--- config.mk ---
export PLATFORM = sky130hd
export DESIGN_NAME = hpf_tdm_flat
export DESIGN_NICKNAME = d
export VERILOG_FILES = /design/src/rtl/hpf_pkg.sv /design/src/rtl/hpf_tdm_if.sv /design/src/rtl/hpf_mac_rs.sv /design/src/rtl/hpf_tdm.sv /design/src/flat_wrapper.sv
export SDC_FILE = /design/constraint.sdc
export NUM_CORES = 1
export LEC_CHECK = 0
export BUFFER_PORTS_ARGS = -buffer_cell sky130_fd_sc_hd__buf_2
export CAP_MARGIN = 20
export CORE_MARGIN = 2
export CORE_UTILIZATION = 30
export DETAILED_ROUTE_END_ITERATION = 6
export GPL_TIMING_DRIVEN = 0
export HOLD_SLACK_MARGIN = 0.12
export MAX_ROUTING_LAYER = met4
export PLACE_DENSITY_LB_ADDON = 0.05
export SETUP_SLACK_MARGIN = 0.3
export SLEW_MARGIN = 15
export SYNTH_ARGS = -nofsm -noshare
export SYNTH_HDL_FRONTEND = slang
export SYNTH_SLANG_ARGS = --single-unit
--- constraint.sdc ---
create_clock -name clk -period 15.8 [get_ports clk]
set_clock_uncertainty 0.15 [all_clocks]
set_input_delay 2.37 -clock clk [delete_from_list [all_inputs] [get_ports clk]]
set_output_delay 2.37 -clock clk [all_outputs]
set_load 0.05 [all_outputs]
--- src/rtl/hpf_pkg.sv ---
// hpf_pkg: shared constants and helpers for the time-multiplexed high-pass filter.
//   HPF_WIDTH / HPF_SCALE / HPF_CHANNELS : default configuration
//   HPF_ACCW      : accumulator width for t = y + x - x_prev (no overflow)
//   HPF_PROD_W    : width of t * alpha
//   HPF_ALPHA_ONE : alpha value representing 1.0
//   HPF_SMAX/SMIN : output sample range
//   sat_round()   : round-half-up, arithmetic shift and clip of a product
package hpf_pkg;

  localparam int unsigned HPF_WIDTH     = 10;
  localparam int unsigned HPF_SCALE     = 15;
  localparam int unsigned HPF_CHANNELS  = 4;
  localparam int unsigned HPF_ALPHA_RST = 30831;  // ~0.9409 in Q1.15

  localparam int unsigned HPF_ACCW      = HPF_WIDTH + 2;
  localparam int unsigned HPF_PROD_W    = HPF_ACCW + HPF_SCALE + 1;
  localparam int unsigned HPF_ALPHA_ONE = 1 << HPF_SCALE;
  localparam int          HPF_SMAX      = (1 << (HPF_WIDTH - 1)) - 1;
  localparam int          HPF_SMIN      = -(1 << (HPF_WIDTH - 1));

  typedef struct packed {
    logic signed [31:0] y;
    logic               sat;
  } sat_res_t;

  // Products are handled at 64 bits so the helper serves any WIDTH/SCALE that fits.
  function automatic sat_res_t sat_round(input logic signed [63:0] p,
                                         input int unsigned width,
                                         input int unsigned scale);
    logic signed [63:0] r;
    logic signed [63:0] mx;
    logic signed [63:0] mn;
    sat_res_t           res;
    r   = (p + (64'sd1 <<< (scale - 1))) >>> scale;
    mx  = (64'sd1 <<< (width - 1)) - 64'sd1;
    mn  = -(64'sd1 <<< (width - 1));
    res.sat = 1'b0;
    if (r > mx) begin
      r       = mx;
      res.sat = 1'b1;
    end else if (r < mn) begin
      r       = mn;
      res.sat = 1'b1;
    end
    res.y = r[31:0];
    return res;
  endfunction

endpackage

--- src/rtl/hpf_tdm_if.sv ---
// hpf_tdm_if: streaming bundle for hpf_tdm.
//   s_*   : input sample stream (valid/ready, channel tag, data)
//   cfg_* : per-sample alpha and bypass, captured at accept
//   clr_* : per-channel state clear request
//   m_*   : output sample stream (valid/ready, channel tag, data, saturation flag)
// Modports: slave = filter side, master = producer/consumer side.
interface hpf_tdm_if #(
  parameter int unsigned WIDTH    = 10,
  parameter int unsigned SCALE    = 15,
  parameter int unsigned CHANNELS = 4
) ();

  localparam int unsigned CH_W = (CHANNELS > 1) ? $clog2(CHANNELS) : 1;

  logic                    s_valid;
  logic                    s_ready;
  logic [CH_W-1:0]         s_ch;
  logic signed [WIDTH-1:0] s_data;
  logic [SCALE:0]          cfg_alpha;
  logic                    cfg_bypass;
  logic                    clr_valid;
  logic [CH_W-1:0]         clr_ch;
  logic                    m_valid;
  logic                    m_ready;
  logic [CH_W-1:0]         m_ch;
  logic signed [WIDTH-1:0] m_data;
  logic                    m_sat;

  modport slave (
    input  s_valid, s_ch, s_data, cfg_alpha, cfg_bypass, clr_valid, clr_ch, m_ready,
    output s_ready, m_valid, m_ch, m_data, m_sat
  );

  modport master (
    output s_valid, s_ch, s_data, cfg_alpha, cfg_bypass, clr_valid, clr_ch, m_ready,
    input  s_ready, m_valid, m_ch, m_data, m_sat
  );

endinterface

--- src/rtl/hpf_mac_rs.sv ---
// hpf_mac_rs: combinational multiply -> round-half-up -> saturate.
//   t     : signed accumulator value (WIDTH+2 bits)
//   alpha : unsigned Q-format gain, 0..2^SCALE
//   y     : clipped signed result
//   sat   : result was clipped
module hpf_mac_rs
  import hpf_pkg::*;
#(
  parameter int unsigned WIDTH = HPF_WIDTH,
  parameter int unsigned SCALE = HPF_SCALE
) (
  input  logic signed [WIDTH+1:0] t,
  input  logic [SCALE:0]          alpha,
  output logic signed [WIDTH-1:0] y,
  output logic                    sat
);

  logic signed [63:0] t_ext;
  logic signed [63:0] a_ext;
  logic signed [63:0] prod;
  sat_res_t           res;

  always_comb begin
    t_ext = 64'(t);                    // sign-extends
    a_ext = $signed(64'(alpha));       // zero-extends, alpha is unsigned
    prod  = t_ext * a_ext;
    res   = sat_round(prod, WIDTH, SCALE);
    y     = res.y[WIDTH-1:0];
    sat   = res.sat;
  end

endmodule

--- src/rtl/hpf_tdm.sv ---
// hpf_tdm: time-multiplexed multi-channel first-order IIR high-pass filter,
//   y[n] = alpha * (y[n-1] + x[n] - x[n-1]), two-stage pipeline, one shared multiplier.
//   clk : rising-edge clock
//   rst : synchronous active-high reset
//   bus : hpf_tdm_if slave (input stream, config, clear, output stream)
module hpf_tdm
  import hpf_pkg::*;
#(
  parameter int unsigned WIDTH     = HPF_WIDTH,
  parameter int unsigned SCALE     = HPF_SCALE,
  parameter int unsigned CHANNELS  = HPF_CHANNELS,
  parameter int unsigned ALPHA_RST = HPF_ALPHA_RST
) (
  input logic        clk,
  input logic        rst,
  hpf_tdm_if.slave   bus
);

  localparam int unsigned CH_W = (CHANNELS > 1) ? $clog2(CHANNELS) : 1;
  localparam int unsigned ACCW = WIDTH + 2;

  logic signed [WIDTH-1:0] x_prev [CHANNELS];
  logic signed [WIDTH-1:0] y_prev [CHANNELS];

  // Stage 1 registers.
  logic                    s1_valid;
  logic [CH_W-1:0]         s1_ch;
  logic signed [WIDTH-1:0] s1_x;
  logic [SCALE:0]          s1_alpha;
  logic                    s1_bypass;
  logic signed [ACCW-1:0]  s1_t;

  logic                    adv;
  logic                    accept;
  logic                    in_range;
  logic                    retire;
  logic                    fwd;
  logic [CH_W-1:0]         ch_idx;
  logic signed [WIDTH-1:0] y_src;
  logic signed [WIDTH-1:0] y_ret;
  logic signed [ACCW-1:0]  t_d;
  logic signed [WIDTH-1:0] mac_y;
  logic                    mac_sat;

  hpf_mac_rs #(
    .WIDTH (WIDTH),
    .SCALE (SCALE)
  ) u_mac (
    .t     (s1_t),
    .alpha (s1_alpha),
    .y     (mac_y),
    .sat   (mac_sat)
  );

  always_comb begin
    adv         = !bus.m_valid || bus.m_ready;
    bus.s_ready = adv;
    accept      = bus.s_valid && adv;
    in_range    = int'(bus.s_ch) < int'(CHANNELS);
    ch_idx      = in_range ? bus.s_ch : '0;
    retire      = s1_valid && adv;
    // Value stage 1 writes into y_prev when it retires; bypass restarts the channel at zero.
    y_ret       = s1_bypass ? '0 : mac_y;
    // A clear on the incoming channel suppresses forwarding for that cycle.
    fwd         = s1_valid && (s1_ch == bus.s_ch) &&
                  !(bus.clr_valid && (bus.clr_ch == bus.s_ch));
    y_src       = fwd ? y_ret : y_prev[ch_idx];
    t_d         = ACCW'(y_src) + ACCW'(bus.s_data) - ACCW'(x_prev[ch_idx]);
  end

  always_ff @(posedge clk) begin
    if (rst) begin
      for (int i = 0; i < int'(CHANNELS); i++) begin
        x_prev[i] <= '0;
        y_prev[i] <= '0;
      end
      s1_valid    <= 1'b0;
      bus.m_valid <= 1'b0;
      bus.m_ch    <= '0;
      bus.m_data  <= '0;
      bus.m_sat   <= 1'b0;
    end else begin
      for (int i = 0; i < int'(CHANNELS); i++) begin
        if (retire && (s1_ch == CH_W'(i))) begin
          y_prev[i] <= y_ret;
        end
        if (accept && in_range && (bus.s_ch == CH_W'(i))) begin
          x_prev[i] <= bus.s_data;
        end
        // Clear is last so it overrides any same-cycle write to the channel.
        if (bus.clr_valid && (bus.clr_ch == CH_W'(i))) begin
          x_prev[i] <= '0;
          y_prev[i] <= '0;
        end
      end
      if (adv) begin
        s1_valid  <= accept && in_range;
        s1_ch     <= bus.s_ch;
        s1_x      <= bus.s_data;
        s1_alpha  <= bus.cfg_alpha;
        s1_bypass <= bus.cfg_bypass;
        s1_t      <= t_d;
        bus.m_valid <= retire;
        if (retire) begin
          bus.m_ch   <= s1_ch;
          bus.m_data <= s1_bypass ? s1_x : mac_y;
          bus.m_sat  <= s1_bypass ? 1'b0 : mac_sat;
        end
      end
    end
  end

endmodule

--- src/flat_wrapper.sv ---
// flat-port wrapper written by rule: the top's interface ports become plain ports
module hpf_tdm_flat import hpf_pkg::*;
#(
  parameter int unsigned WIDTH     = HPF_WIDTH,
  parameter int unsigned SCALE     = HPF_SCALE,
  parameter int unsigned CHANNELS  = HPF_CHANNELS,
  parameter int unsigned ALPHA_RST = HPF_ALPHA_RST
)
  (clk, rst, bus_s_valid, bus_s_ch, bus_s_data, bus_cfg_alpha, bus_cfg_bypass, bus_clr_valid, bus_clr_ch, bus_m_ready, bus_s_ready, bus_m_valid, bus_m_ch, bus_m_data, bus_m_sat);
  hpf_tdm_if #(.WIDTH(WIDTH), .SCALE(SCALE), .CHANNELS(CHANNELS)) bus_i ();
  input logic clk;
  input logic rst;
  input wire logic [$bits(bus_i.s_valid)-1:0] bus_s_valid;
  input wire logic [$bits(bus_i.s_ch)-1:0] bus_s_ch;
  input wire logic [$bits(bus_i.s_data)-1:0] bus_s_data;
  input wire logic [$bits(bus_i.cfg_alpha)-1:0] bus_cfg_alpha;
  input wire logic [$bits(bus_i.cfg_bypass)-1:0] bus_cfg_bypass;
  input wire logic [$bits(bus_i.clr_valid)-1:0] bus_clr_valid;
  input wire logic [$bits(bus_i.clr_ch)-1:0] bus_clr_ch;
  input wire logic [$bits(bus_i.m_ready)-1:0] bus_m_ready;
  output wire logic [$bits(bus_i.s_ready)-1:0] bus_s_ready;
  output wire logic [$bits(bus_i.m_valid)-1:0] bus_m_valid;
  output wire logic [$bits(bus_i.m_ch)-1:0] bus_m_ch;
  output wire logic [$bits(bus_i.m_data)-1:0] bus_m_data;
  output wire logic [$bits(bus_i.m_sat)-1:0] bus_m_sat;
  assign bus_i.s_valid = bus_s_valid;
  assign bus_i.s_ch = bus_s_ch;
  assign bus_i.s_data = bus_s_data;
  assign bus_i.cfg_alpha = bus_cfg_alpha;
  assign bus_i.cfg_bypass = bus_cfg_bypass;
  assign bus_i.clr_valid = bus_clr_valid;
  assign bus_i.clr_ch = bus_clr_ch;
  assign bus_i.m_ready = bus_m_ready;
  assign bus_s_ready = bus_i.s_ready;
  assign bus_m_valid = bus_i.m_valid;
  assign bus_m_ch = bus_i.m_ch;
  assign bus_m_data = bus_i.m_data;
  assign bus_m_sat = bus_i.m_sat;
  hpf_tdm #(.WIDTH(WIDTH), .SCALE(SCALE), .CHANNELS(CHANNELS), .ALPHA_RST(ALPHA_RST)) u_core (.clk(clk), .rst(rst), .bus(bus_i));
endmodule
==> results of run 1 <==
logic make-up after synthesis:
logic type | Yosys count | share of synthesized area, %
adders and majority gates | 244 | 32.3
and+or+nand+nor | 410 | 15.5
AOI/OAI and AO/OA | 148 | 8.70
buffers and inverters | 276 | 8.16
muxes | 21 | 3.57
xor gates and xnor gates | 19 | 1.29
DFF | 136 | 30.5
layout make-up:
type / count / area, um2
tap: 539 / 674
buffer: 54 / 219
multi-input combinational: 842 / 7990
fill: 4381 / 27600
timing repair buffer: 58 / 324
inverter: 222 / 833
clock inverter: 13 / 203
clock buffer: 18 / 429
sequential: 136 / 3930
per-stage QoR:
stage | cells | cell area [um2] | setup slack, ps | utilization [%] | hold WS (ps)
6_report | 1882 | 14600 | 5470 | 34.6 | 304
2_1_floorplan | 1254 | 12900 | 7350 | - | 329
5_1_grt | 1882 | 14600 | 4870 | 34.6 | 330
3_3_place_gp | 1843 | 13800 | 5490 | 32.7 | 300
3_5_place_dp | 1851 | 14000 | 5470 | 33.1 | 301
4_1_cts | 1882 | 14600 | 5420 | 34.6 | 313
synthesized netlist by cell type (7+ instances only):
| master | instances |
|---|---|
| a211oi_1 | 11 |
| o21ai_0 | 17 |
| ha_1 | 95 |
| inv_1 | 222 |
| clkbuf_1 | 41 |
| xor2_1 | 7 |
| nand3_1 | 8 |
| nor3_1 | 9 |
| nand4_1 | 12 |
| a21oi_1 | 41 |
| and2_1 | 116 |
| a21o_1 | 9 |
| nand2_1 | 147 |
| dfxtp_1 | 15 |
| o21bai_4 | 9 |
| fa_1 | 149 |
| edfxtp_1 | 121 |
| nand2b_1 | 10 |
| o21a_1 | 11 |
| nor2_1 | 81 |
| mux4_2 | 20 |
| o31ai_1 | 7 |
| xnor2_1 | 12 |
state kept, by name, indices dropped and copies added (netlist names):
name and count:
u_core.s1_bypass 1, u_core.bus.m_data 10, u_core.s1_x 10, u_core.bus.m_valid 1, u_core.s1_t 12, u_core.bus.m_ch 2, u_core.s1_ch 2, u_core.s1_alpha 16
u_core.y_prev 40, u_core.x_prev 40, u_core.s1_valid 1, u_core.bus.m_sat 1
worst max-delay path, delay by kind of cell (launching register included):
family | cells | cell delay, ps
adder cells (fa/ha/maj) | 8 | 3950
AND/OR/NAND/NOR | 4 | 540
flip-flops | 1 | 690
AO/OA/AOI/OAI | 15 | 3910
buffers and inverters | 4 | 800
routing by layer:
| metal | vias up | track usage, % |
|---|---|---|
| met3 | 18 | 2.03 |
| li1 | 4252 | - |
| met4 | 0 | 4.13 |
| met2 | 126 | 32.9 |
| met1 | 4450 | 20.9 |
| met5 | - | - |
worst paths after layout:
| path | end | slack [ps] | cells past startpoint |
|---|---|---|---|
| max | u_core.s1_t[10] | 5470 | 31 |
| min | u_core.bus.m_ch[1] | 300 | 2 |
| max reg2reg | u_core.s1_t[10] | 5470 | 31 |
| min reg2reg | u_core.bus.m_ch[1] | 300 | 2 |
==> metrics, run 1 <==
Met1 Wirelength 15600 um; WP data required 15820 ps; GRT Util Overall 17.9%; area delta synth->final 13.2%; first-pass GRT wire length 57000 um; post-route clock period utilization 65.4%; HP Class flop to flop; Final GP Congestion 0.819; vias post-DR 8846; Final Critical Period 10330 ps; Root Driver clkbuf_16; Routed WL per cell 19.5 um; Initial Utilization 30.6%; Clock transition at path regs 60 ps; sum of negative setup slack 0 ps; met3 wire len 740 um; Synth Instances 1254; Post-DRT Antenna Nets 0; drt total wl 36700 um; crit start category flop; Setup violations, final 0; hold_sp u_core.bus.m_ch[1]; wire length on met2 19900 um; CTS Buf Count 17; Max Cap Violations 0; Crit Path Category flop to flop; die height 211 um; vias in the first global route 9543; largest net degree at the start of global routing 30; Worst Setup End Kind flop; Port Buf Inserts 50; Die W 211 um; nets 1611; DRT Pass-1 Iters 4; R2R Path Start u_core.s1_t[3]; Max Root-Sink Buffers 2; Overflow after GRT 0; ys flop type edfxtp_1; Slew HR 33.7%; worst path arrival time 10360 ps; DRT iter0 DRCs 449; vias per cell 4.70; status complete, no violations; fmax 96.8 MHz; number of synthesized flops with an enable pin 121; initial antenna violation count 1; Slew @ Worst Pin 995 ps; RSZ-0062 raised after global routing false; Ports 51; Synth Register Bits 136; top cells by area, synth edfxtp_1 (28%), fa_1 (23%), ha_1 (9.2%); most frequent cells in the layout inv_1 (221), fa_1 (149), nand2_1 (147); # diodes 0; core footprint 42200 um2; slowest stage cell, crit path edfxtp_1; Fin. Hold Viols 0; post-synth top area share 28.2%; Ys Warns 0; post-cts hold buffer count 0; setup repair bufs after CTS 0; Crit Path Max Fanout 10; row cnt 75; hpwl dp 29600 um; htree depth 4; Residual DRC 0; CP most frequent cell fa_1; Mapped Nets 1534; post-cts resize count 0; slowest stage delay, CP 690 ps; area of the mapped netlist 12900 um2; cell accounting for the most synthesized area edfxtp_1; area of the die 44700 um2; Synth async-reset ratio 0%; CTS tree done; commonest non-fill, non-tap cell in the layout inv_1; highest metal used met4; post-synthesis area per instance 10.3 um2; Synth cell types 63; Num Clock Sinks 136; Worst Setup SP u_core.s1_t[3]; Final Max Slew Viols 0; sequential element share of the synthesized area 30.5%; share of cells above drive strength 1 10.9%; Worst-Skew Late Latency 450 ps
Power of run 1 is not shown: default switching activity piles up to over one toggle a cycle in this logic, so the estimate is an artifact.
==> inputs of run 2 (changes only) <==
==> constraint.sdc (replaced) <==
create_clock -name clk -period 10.45 [get_ports clk]
set_clock_uncertainty 0.15 [all_clocks]
set_input_delay 1.5675 -clock clk [delete_from_list [all_inputs] [get_ports clk]]
set_output_delay 1.5675 -clock clk [all_outputs]
set_load 0.05 [all_outputs]
==> run 2 against run 1 <==
Largest cell class unchanged; clock-buffer cell count is the same; register-to-register slack lost 4700 ps; critical path depth grew 2.
==> metrics, run 2 (same netlist as run 1, synthesis figures left out) <==
status complete, no violations; nets 1617; die height 211 um; # diodes 0; Die W 211 um; Worst-Skew Late Latency 450 ps; slowest stage delay, CP 560 ps; Top Usage Layer GRT met2; largest net degree at the start of global routing 30; vias post-DR 8884; worst path arrival time 9680 ps; Initial Utilization 30.6%; Root Driver clkbuf_16; FF/Latch Area 3930 um2; Slew @ Worst Pin 998 ps; crit start category flop; Max Root-Sink Buffers 2; most frequent cells in the layout inv_1 (221), fa_1 (149), nand2_1 (147); commonest non-fill, non-tap cell in the layout inv_1; biggest regs u_core.x_prev (40), u_core.y_prev (40), u_core.s1_alpha (16); CP most frequent cell fa_1; hold_sp u_core.bus.m_ch[1]; drt total wl 36800 um; GRT Util Overall 17.9%; Port Buf Inserts 50; post-route clock period utilization 92.4%; first-pass GRT wire length 57000 um; fmax 104 MHz; Overflow after GRT 0; R2R Path Start u_core.s1_t[0]; Max Cap Violations 0; reg2reg end u_core.s1_t[10]; Crit Path Max Fanout 10; r2r setup slk 790 ps; area of the multi-input gates 8010 um2; Post-DRT Antenna Nets 0; Clock transition at path regs 60 ps; row cnt 75; initial antenna violation count 1; area delta synth->final 13.8%; Ports 51; Worst Setup End Kind flop; vias per cell 4.71; Crit Path Category flop to flop; Final Critical Period 9660 ps; met3 usage 2.03%; vias in the first global route 9543; Residual DRC 0; hpwl dp 29600 um; CTS tree done; Final GP Congestion 0.819; met1 usage 20.9%; slowest stage cell, crit path fa_1; CTS Buf Count 17; grt met2 use 32.9%; sum of negative setup slack 0 ps; Filler cells 4384; area of the die 44700 um2; Hold EP u_core.bus.m_ch[1]; Num Clock Sinks 136; Worst Hold Depth 2; Slew HR 33.4%; share of cells above drive strength 1 12.7%; core footprint 42200 um2; Routed WL per cell 19.5 um; R2R cell count 33; Setup violations, final 0; HP Class flop to flop; WP data required 10470 ps; Final Max Slew Viols 0; htree depth 4; DRT Pass-1 Iters 5; Fin. Hold Viols 0; RSZ-0062 raised after global routing false; DRT iter0 DRCs 436
-- run 2: cell types whose count changed in the layout (fill, tap and decap cells not counted), sizes merged --
cell / change
buf: +7
clkbuf: -1
-- run 2: cell type report --
type	count	share of cell area (%)
inverters	222	5.67
well taps	539	4.59
clock buffers	18	2.92
flip-flops and latches	136	26.8
plain buffers	54	1.63
clock inverters	13	1.38
multi-input cells	842	54.5
repair buffers	64	2.51
-- run 2: critical path: cells and delay by family (launching register included) --
family / cells / cell delay [ps]
simple gates: 5 / 720
buf+inv: 7 / 910
flops: 1 / 530
fa+ha+maj: 8 / 3720
compound gates: 13 / 3360
-- run 2: worst max-delay path by stage --
stage	from	endpoint	slack (ps)	depth (start not counted)
floorplan	u_core.s1_t[3]	u_core.s1_t[10]	2000	31
global placement	u_core.s1_t[3]	u_core.s1_t[10]	140	31
detailed placement	u_core.s1_t[3]	u_core.s1_t[10]	120	31
CTS	u_core.s1_t[11]	u_core.s1_t[10]	320	31
global route	u_core.s1_alpha[3]	u_core.s1_t[10]	300	31
finish	u_core.s1_t[0]	u_core.s1_t[10]	790	33
-- run 2: routing by layer --
| layer | vias to the layer above | part of all wire, % |
|---|---|---|
| met5 | - | 0 |
| met2 | 112 | 54 |
| met4 | 0 | 0.92 |
| li1 | 4262 | - |
| met1 | 4498 | 43 |
| met3 | 12 | 1.7 |
-- run 2: what timing repair did --
action                                  4_1_cts  5_1_grt
endpoints found under the setup margin        2        3
resized for setup                             3       30
pin swaps                                     0        0
hold buffers                                  0        0
buffers inserted                              0        6
-- run 2: per-stage QoR --
step	hold slack (ps)	std cells	worst slack [ps]	util (%)	cell area [um2]
3_5_place_dp	301	1851	125	33.1	14000
4_1_cts	313	1882	316	34.6	14600
2_1_floorplan	329	1254	2000	-	12900
6_report	304	1888	791	34.8	14700
5_1_grt	330	1888	297	34.8	14700
3_3_place_gp	300	1843	143	32.7	13800
Power of run 2 is left out for the same reason.
==> inputs of run 3 (changes only) <==
--- a/config.mk
+++ b/config.mk
@@ -5,8 +5,9 @@
 export SDC_FILE = /design/constraint.sdc
 export NUM_CORES = 1
 export LEC_CHECK = 0
-export BUFFER_PORTS_ARGS = -buffer_cell sky130_fd_sc_hd__buf_2
+export BUFFER_PORTS_ARGS = -buffer_cell sky130_fd_sc_hd__clkbuf_2
 export CAP_MARGIN = 20
+export CORE_ASPECT_RATIO = 1.1
 export CORE_MARGIN = 2
 export CORE_UTILIZATION = 30
 export DETAILED_ROUTE_END_ITERATION = 6
==> run 3 against run 2 <==
Worst setup slack gained 160 ps; non-clock buffer count is 5 higher; utilization is 0.074 points lower; wire length hardly changed.
==> metrics, run 3 (same netlist as run 1, synthesis figures left out) <==
Port Buf Inserts 50; Root Driver clkbuf_16; Slew HR 31.7%; Worst Setup SP u_core.s1_t[6]; vias post-DR 8941; slowest stage delay, CP 550 ps; fmax 105 MHz; vias in the first global route 9843; Setup WS post-layout 947 ps; Crit Path Category flop to flop; post-cts hold buffer count 0; nets 1622; # diodes 0; Ports 51; Die W 202 um; GRT Util Overall 17.9%; WP data required 10470 ps; Post-DRT Antenna Nets 0; hpwl dp 29900 um; r2r setup slk 950 ps; met1 usage 20.6%; most frequent cells in the layout inv_1 (221), fa_1 (149), nand2_1 (147); Max Cap Violations 0; Worst Hold Depth 2; Max Root-Sink Buffers 2; first-pass GRT wire length 58100 um; Worst-Skew Late Latency 440 ps; Worst path depth 31; worst path arrival time 9520 ps; Top Usage Layer GRT met2; worst path bufs/invs 5; post-route clock period utilization 90.9%; RSZ-0062 raised after global routing false; die height 221 um; Hold EP u_core.bus.m_ch[0]; CTS Buf Count 17; Final GP Congestion 0.816; Crit Path Max Fanout 10; pre-CTS setup slack 228 ps; R2R Path Start u_core.s1_t[6]; htree depth 4; DRT iter0 DRCs 365; met3 usage 2.19%; status complete, no violations; Clock transition at path regs 70 ps; area of the multi-input gates 8010 um2; Residual DRC 0; area delta synth->final 14.1%; Final Critical Period 9500 ps; biggest regs u_core.x_prev (40), u_core.y_prev (40), u_core.s1_alpha (16); initial antenna violation count 0; largest net degree at the start of global routing 30; HP Class flop to flop; Filler cells 4396; Fin. Hold Viols 0; Routed WL per cell 19.1 um; row cnt 79; Final Max Slew Viols 0; share of cells above drive strength 1 14.1%; vias per cell 4.65; Initial Utilization 30.4%; area of the die 44700 um2; CP most frequent cell fa_1; drt total wl 36800 um; sum of negative setup slack 0 ps; Slew @ Worst Pin 1020 ps; Worst Setup End Kind flop; delay-heaviest family, CP adder cells; reg2reg end u_core.s1_t[10]; grt met2 use 32.4%; FF/Latch Area 3930 um2; commonest non-fill, non-tap cell in the layout inv_1; core footprint 42400 um2; Overflow after GRT 0; Setup violations, final 0; slowest stage cell, crit path fa_1; hold_sp u_core.bus.m_ch[0]; DRT Pass-1 Iters 4; CTS tree done; crit start category flop; Num Clock Sinks 136; R2R cell count 31
[run 3: routing by layer]
metal  part of all wire (%)  routed length (um)
met5                      0                   0
met4                    2.3                 833
met3                    2.1                 774
met2                     54               20000
met1                     41               15200
[run 3: tightest hold or removal path, cell delays in order, from the launching register on]
cell     delay, ps
dfxtp_1        310
nand2_1         50
a21oi_1         50
[run 3: per-stage QoR]
stage	hold slack [ps]	util [%]	instance area, um2	instances
finish	316	34.7	14700	1922
global route	339	34.7	14700	1922
CTS	310	34.4	14600	1911
detailed placement	298	33.0	14000	1879
global placement	300	32.7	13900	1871
floorplan	329	-	12900	1254
[run 3: worst max path at each step]
| stage | to |
|---|---|
| 2_1_floorplan | u_core.s1_t[10] |
| 3_3_place_gp | u_core.s1_t[10] |
| 3_5_place_dp | u_core.s1_t[10] |
| 4_1_cts | u_core.s1_t[10] |
| 5_1_grt | u_core.s1_t[10] |
| 6_report | u_core.s1_t[10] |
[run 3: area by class of cell]
type,count,share of cell area (%)
tap,567,4.82
clock buffer,18,2.92
inverter,222,5.66
sequential,136,26.7
buffer,54,1.79
timing repair buffer,69,2.77
clock inverter,14,0.893
multi-input combinational,842,54.4
[run 3: what timing repair did]
item | 4_1_cts | 5_1_grt
endpoints found under the setup margin | 1 | 4
resized for setup | 2 | 64
endpoints found under the hold margin | 0 | 0
buffers inserted | 0 | 11
Power of run 3 is left out for the same reason.
